--- src/rtl/rf_write_scheduler.sv ---
// rf_write_scheduler
//   Shares the register file's single write port between the ALU writeback
//   path and the load-data path. It also tracks in-flight writes in a
//   per-register scoreboard and stalls decode issue on RAW/WAW hazards.
//
// Ports:
//   clk_i, rst_i           clock, asynchronous active-high reset
//   alu_valid_i/rd_i/wd_i  ALU writeback request; alu_ready_o = accepted
//   mem_valid_i/rd_i/wd_i  load writeback request; mem_ready_o = accepted
//   iss_valid_i            decode is issuing an instruction this cycle
//   iss_rs_i, iss_rt_i     sources of the issuing instruction
//   iss_rd_i, iss_wr_i     destination of the issuing instruction, and whether it writes
//   stall_o                issue must hold (combinational)
//   rf_reg_write_o         registered register file write strobe
//   rf_rd_o, rf_wd_o       registered register file write address and data
//   pending_o              scoreboard bitmap (bit n = write to rn in flight)

module rf_write_scheduler #(
    parameter int DW = 32,
    parameter int AW = 5,
    localparam int NR = 2 ** AW
) (
    input  logic          clk_i,
    input  logic          rst_i,
    input  logic          alu_valid_i,
    input  logic [AW-1:0] alu_rd_i,
    input  logic [DW-1:0] alu_wd_i,
    output logic          alu_ready_o,
    input  logic          mem_valid_i,
    input  logic [AW-1:0] mem_rd_i,
    input  logic [DW-1:0] mem_wd_i,
    output logic          mem_ready_o,
    input  logic          iss_valid_i,
    input  logic [AW-1:0] iss_rs_i,
    input  logic [AW-1:0] iss_rt_i,
    input  logic [AW-1:0] iss_rd_i,
    input  logic          iss_wr_i,
    output logic          stall_o,
    output logic          rf_reg_write_o,
    output logic [AW-1:0] rf_rd_o,
    output logic [DW-1:0] rf_wd_o,
    output logic [NR-1:0] pending_o
);

    typedef enum logic {
        PRIO_MEM = 1'b0,
        PRIO_ALU = 1'b1
    } prio_e;

    prio_e         prio_q, prio_d;
    logic          rf_reg_write_q, rf_reg_write_d;
    logic [AW-1:0] rf_rd_q, rf_rd_d;
    logic [DW-1:0] rf_wd_q, rf_wd_d;
    logic [NR-1:0] pending_q, pending_d;

    logic          grant_alu;
    logic          grant_mem;
    logic          any_grant;
    logic [AW-1:0] sel_rd;
    logic [DW-1:0] sel_wd;
    logic          haz_rs;
    logic          haz_rt;
    logic          haz_rd;
    logic          issue_set;

    // Arbitration: a lone requester always wins; on contention prio decides
    // and flips so the two sources alternate. Grants are masked during reset.
    always_comb begin
        grant_alu = 1'b0;
        grant_mem = 1'b0;
        prio_d    = prio_q;
        if (!rst_i) begin
            grant_mem = mem_valid_i && (!alu_valid_i || (prio_q == PRIO_MEM));
            grant_alu = alu_valid_i && (!mem_valid_i || (prio_q == PRIO_ALU));
            if (alu_valid_i && mem_valid_i) begin
                prio_d = (prio_q == PRIO_MEM) ? PRIO_ALU : PRIO_MEM;
            end
        end
    end

    assign any_grant = grant_alu || grant_mem;
    assign sel_rd    = grant_mem ? mem_rd_i : alu_rd_i;
    assign sel_wd    = grant_mem ? mem_wd_i : alu_wd_i;

    // Write stage: a grant to r0 is consumed but never produces a strobe.
    always_comb begin
        rf_reg_write_d = 1'b0;
        rf_rd_d        = rf_rd_q;
        rf_wd_d        = rf_wd_q;
        if (any_grant) begin
            rf_reg_write_d = (sel_rd != '0);
            rf_rd_d        = sel_rd;
            rf_wd_d        = sel_wd;
        end
    end

    // Hazard detection against the registered scoreboard. The clear lands at
    // the edge ending the commit cycle, so the register file already holds the
    // new value when the bit drops and no forwarding is needed.
    assign haz_rs  = (iss_rs_i != '0) && pending_q[iss_rs_i];
    assign haz_rt  = (iss_rt_i != '0) && pending_q[iss_rt_i];
    assign haz_rd  = iss_wr_i && (iss_rd_i != '0) && pending_q[iss_rd_i];
    assign stall_o = iss_valid_i && (haz_rs || haz_rt || haz_rd);

    assign issue_set = iss_valid_i && !stall_o && iss_wr_i && (iss_rd_i != '0);

    // The set is applied after the clear so a new writer of the register
    // being committed keeps its bit.
    always_comb begin
        pending_d = pending_q;
        if (rf_reg_write_q) begin
            pending_d[rf_rd_q] = 1'b0;
        end
        if (issue_set) begin
            pending_d[iss_rd_i] = 1'b1;
        end
        pending_d[0] = 1'b0;
    end

    always_ff @(posedge clk_i or posedge rst_i) begin
        if (rst_i) begin
            prio_q         <= PRIO_MEM;
            rf_reg_write_q <= 1'b0;
            rf_rd_q        <= '0;
            rf_wd_q        <= '0;
            pending_q      <= '0;
        end else begin
            prio_q         <= prio_d;
            rf_reg_write_q <= rf_reg_write_d;
            rf_rd_q        <= rf_rd_d;
            rf_wd_q        <= rf_wd_d;
            pending_q      <= pending_d;
        end
    end

    assign alu_ready_o    = grant_alu;
    assign mem_ready_o    = grant_mem;
    assign rf_reg_write_o = rf_reg_write_q;
    assign rf_rd_o        = rf_rd_q;
    assign rf_wd_o        = rf_wd_q;
    assign pending_o      = pending_q;

endmodule

--- config.mk ---
export PLATFORM = sky130hd
export DESIGN_NAME = rf_write_scheduler
export DESIGN_NICKNAME = d
export VERILOG_FILES = /design/src/rtl/rf_write_scheduler.sv
export SDC_FILE = /design/constraint.sdc
export NUM_CORES = 1
export LEC_CHECK = 0
export CORE_MARGIN = 8
export CORE_UTILIZATION = 47
export DETAILED_ROUTE_END_ITERATION = 10
export PLACE_DENSITY = 0.88
export SKIP_CTS_REPAIR_TIMING = 1
export SYNTH_ARGS = -nofsm -noshare
export SYNTH_HDL_FRONTEND = slang
export SYNTH_SLANG_ARGS = --single-unit
--- constraint.sdc ---
create_clock -name clk_i -period 5.9 [get_ports clk_i]
set_clock_uncertainty 0.05 [all_clocks]
set_input_delay 0.885 -clock clk_i [delete_from_list [all_inputs] [get_ports clk_i]]
set_output_delay 0.885 -clock clk_i [all_outputs]
set_load 0.02 [all_outputs]
# --- Word-level counts from Yosys, hierarchy flattened ---
# Index checks and enable logic that the tools add are counted.
totals:
  regBits: 70
  latchBits: 0
  ramBits: 0
  rom_bits: 0
  inputBits: 95
  word_cells: 60
  mem_count: 0
classes:
  add_sub_neg: 0
  n_mul: 0
  div: 0
  n_lt_le_gt_ge: 6
  eq_ne: 0
  shifts: 0
  muxes: 18
  bitwise_logic: 5
  reduce_logical: 26
ops:
  columns: ["operator", "n"]
  rows:
  - ["$mux W32", 3]
  - ["$and A32 B32 Y32", 1]
  - ["$not A32 Y32", 1]
  - ["$or A32 B32 Y32", 1]
  - ["$lt A5 B6 Y1 const B", 4]
  - ["$reduce_bool A5 Y1", 4]
  - ["$bmux W1 S5", 3]
  - ["$logic_and A1 B1 Y1", 13]
  - ["$demux W1 S5", 2]
  - ["$ge A5 B1 Y1 const B", 2]
  - ["$mux W1", 9]
  - ["$logic_or A1 B1 Y1", 5]
  - ["$mux W5", 1]
  - ["$logic_not A1 Y1", 3]
  - ["$not A1 Y1", 2]
  - ["$reduce_and A2 Y1", 1]

# --- Longest topological paths before layout ---
depth:
  ltp_word: 11
  ltp_mapped: 10
  mapped_depth_nobuf: 6

# --- Worst setup path after synthesis ---
# OpenSTA, ideal clock, no wires.
synth_timing:
  path_type: "input to output"
  from: "input port rst_i"
  to: "output port alu_ready_o"
  t_arrival_ns: 3.298
  setup_slack_ns: 1.667
  cell_stages: 4
  path_cell_list: "inv_1 and3_1 clkbuf_1 clkbuf_1"
synth_via:
  elab_chain_len: 1
synth_lines:
  columns: ["element", "line", "rtl"]
  rows:
  - ["from (decl)", "24", "input logic rst_i,"]
  - ["$mux W1", "72", "if (!rst_i) begin"]
  - ["to (decl)", "28", "output logic alu_ready_o,"]
# Every way passes these cells.

# --- Worst setup path after layout ---
layout_timing:
  from: "input port iss_rd_i[0]"
  to: "output port stall_o"
layout_via:
  elab_chain_len: 5
layout_lines:
  columns: ["element", "line", "rtl"]
  rows:
  - ["from (decl)", "36", "input logic [AW-1:0] iss_rd_i,"]
  - ["$bmux W1 S5 / $reduce_bool A5 Y1 (equally long branches)", "102", "assign haz_rd = iss_wr_i && (iss_rd_i != '0) && pending_q[iss_rd_i];"]
  - ["$mux W1 (not written as such) / $logic_and A1 B1 Y1 (equally long branches)", "102", null]
  - ["$logic_and A1 B1 Y1 *", "102", null]
  - ["$logic_or A1 B1 Y1 *", "103", "assign stall_o = iss_valid_i && (haz_rs || haz_rt || haz_rd);"]
  - ["$logic_and A1 B1 Y1 *", "103", null]
  - ["to (decl)", "38", "output logic stall_o,"]
# Every way passes the cells marked *; elsewhere a longest branch is shown, timed or not. The select of a mux whose other input is x is not followed.

==> key figures <==
Timing
  – Unrepaired setup endpoints after global routing: no
  – Fmax: 0.205 GHz
  – Worst slew margin: 18.7%
  – Fin crit share: 82.8%
  – Setup TNS: 0 ns
  – Measured slew at the worst slew-check pin: 1.22 ns
  – Final setup viols: 0
  – Final Hold Viols: 0
  – Final Max Slew Viols: 0
  – Min Tclk post-route: 4.88 ns

Run
  – Max Cap Viol: 0

Die
  – Die ar.: 0.0122 sq mm
  – Height of the die: 110 um
  – Die W: 110 um
  – Row cnt: 34
  – Initial core utilization: 48.3%
  – Std-Cell Core Area: 0.00868 sq mm
  – IO Count: 168

Finish
  – Antenna cell count: 0
  – Nets@finish: 626
  – Leading cell type in the layout, fill and taps excluded: clkdlybuf4s50_1
  – Share of layout cells above drive strength 1: 11.8%
  – Non-Filler Instances: 644
  – Fillers: 648
  – Post-route cell area: 0.00602 sq mm
  – Post-synthesis to final-layout area growth: 43.7%
  – Most frequent cells in the layout: clkdlybuf4s50_1 (166), dfrtp_1 (70), o21ai_0 (37)

Placed design
  – DP Wirelength: 11,400 um
  – Placed cell count: 628
  – Dpl cell area: 0.00582 sq mm
  – I/O Buffers: 166
  – GP Congestion: 0.963

Detailed routing
  – DRC: 0
  – Vias per cell: 6.48
  – Initial DRC count: 383
  – Via count: 4,171
  – First-pass DRT Iterations: 8
  – Final ANT Viol Nets: 0
  – WL per Instance: 24.5 um
  – Drt total wl: 15,700 um

Synth
  – Number of library cell types mapped by synthesis: 58
  – Compound-Gate Fraction of Synth Area: 26.7%
  – Synthesized Nets: 483
  – Top FF cell, synth: dfrtp_1
  – Yosys reg bits: 70
  – Post-Syn Area per Cell: 10.8 sq um
  – Synth Warn #: 0
  – Post-Synth Simple-Gate Area: 10.8%
  – Top area cells in the synthesized netlist: dfrtp_1 (42%), o41ai_2 (7.8%), a222oi_1 (7.6%)
  – Adder-Cell Fraction of Synth Area: 0%
  – Top cell type's share of synthesized area: 41.8%
  – Area of the mapped netlist: 0.00419 sq mm
  – Mux cell area share after synthesis: 12.4%
  – Synthesized instance count: 388
  – EDFF count, synth: 0
  – Main combinational cell family by area after synthesis: compound AO/OA/AOI/OAI gates
  – Most area-hungry cell type in the Yosys netlist: dfrtp_1
  – Post-synth ARST share: 100%
  – Seq/Total Area, Yosys: 41.8%
  – XOR/XNOR share of the synthesized area: 0.209%

Power and ir drop
  – Sw Share: 41.0%
  – Combinational fraction of design power: 46.1%
  – Leakage: 2.45 nW
  – Overall Power: 2.36 mW
  – Worst vdd ir: 219 uV
  – Pint: 1.39 mW
  – Pwr Density: 392 mW/mm^2
  – Net Sw Power: 0.969 mW
  – Clock share of power: 16.8%
  – Reg power frac: 37.1%

Setup path
  – Register-to-Register Path Depth: 6
  – Crit-path cells: clkdlybuf4s50_1 -> mux2i_1 -> or4b_1 -> a41oi_1 -> a21o_1 -> o211a_1 -> o21a_1 -> clkdlybuf4s50_1
  – CP max stage delay: 1.09 ns
  – CP Data Required Time: 4.97 ns
  – CP startpoint kind: input pin
  – Critical Path Most Common Cell: clkdlybuf4s50_1
  – Crit path kind: input pin to output port
  – Slowest CP cell: clkdlybuf4s50_1
  – Data arrival, critical path: 3.95 ns
  – Worst Path Max Fanout: 20
  – Critical Path End Type: output port

CTS
  – Max clock buf depth: 2
  – CTS clk-pin slew, worst paths: 0.08 ns
  – Clock sink count: 70
  – CTS buffer count: 9
  – Clk Latency, worst-skew pair: 0.35 ns
  – Root Buffer: clkbuf_8
  – H-tree depth: 3
  – CTS tree: done

Global route
  – First-pass GRT wire length: 25,000 um
  – Vias in the first global route: 4,438
  – Pin count of the biggest net entering global routing: 73
  – GRT Total Usage: 25.2%
  – Grt ovf: 0
  – Initial antenna violation count: 0

Worst hold path
  – Hold Path Depth: 1
  – Hold Crit Class: flip-flop to flip-flop

Outcome
  – Status: finished clean
==> routing by layer <==
| layer | GRT usage, % | share of wire (%) |
|---|---|---|
| met1 | 29.7 | 38 |
| met4 | 12.1 | 3.5 |
| met5 | 0 | 0 |
| met3 | 9.63 | 13 |
| met2 | 39.3 | 46 |
==> cells in the mapped netlist, drive strengths merged (5+ instances only) <==
| cell | n |
|---|---|
| a222oi | 32 |
| buf | 16 |
| clkbuf | 23 |
| dfrtp | 70 |
| inv | 35 |
| mux2 | 7 |
| mux2i | 26 |
| mux4 | 8 |
| nand2 | 16 |
| nand3b | 8 |
| nor2 | 8 |
| nor2b | 5 |
| nor3b | 5 |
| o21ai | 46 |
| o22ai | 7 |
| o41ai | 23 |
==> worst max-delay path, delay by kind of cell <==
kind	cells	cell delay, ns
simple gates	1	0.49
compound gates	4	0.69
buf+inv	2	1.69
mux	1	0.18
==> power by group through the flow <==
| stage | clock network [mW] | registers, mW | logic [mW] |
|---|---|---|---|
| floorplan | 0 | 0.951 | 0.434 |
| global placement | 0 | 0.867 | 1.05 |
| detailed placement | 0 | 0.870 | 1.08 |
| CTS | 0.401 | 0.863 | 1.09 |
| global route | 0.415 | 0.885 | 1.16 |
| finish | 0.396 | 0.876 | 1.09 |
==> cells by family (layout without fill, tap and decap cells) <==
group                  Yosys count  in the layout
AO/OA/AOI/OAI                  130            130
XOR/XNOR                         1              1
buffers and inverters           74            222
flip-flops                      70             70
multiplexers                    41             41
other                            1              1
AND/OR/NAND/NOR                 71             71
==> state kept, by name, summed over array words and instances, names as in the netlist <==
signal and flops:
rf_reg_write_o 1, prio_q 1, rf_wd_o 32, rf_rd_o 5, pending_o 31
==> stage by stage <==
stage               util (%)  worst slack [ns]  hold WS, ns
floorplan                  -              1.67        0.408
global placement        67.1              1.13        0.422
detailed placement      67.1              1.04        0.432
CTS                     69.4              1.03        0.447
global route            69.4             0.860        0.474
finish                  69.4              1.02        0.448
==> final timing paths <==
check / from / to / slack (ns)
max: iss_rd_i[0] / stall_o / 1.02
min: prio_q / prio_q / 0.45
max reg2reg: pending_o[9] / pending_o[9] / 3.02
min reg2reg: prio_q / prio_q / 0.45
max in group asynchronous: rst_i / rf_wd_o[0] / 4.10
min in group asynchronous: rst_i / rf_wd_o[10] / 1.12
==> area by class of cell <==
cell class	instances	area (sq um)	share of cell area (%)
flip-flops and latches	70	1750	29.1
clock buffers	10	138	2.29
inverters	35	131	2.18
clock inverters	6	61.3	1.02
well taps	108	135	2.24
multi-input cells	244	2100	34.9
repair buffers	171	1700	28.2
Power figures use the tool's default switching activity.
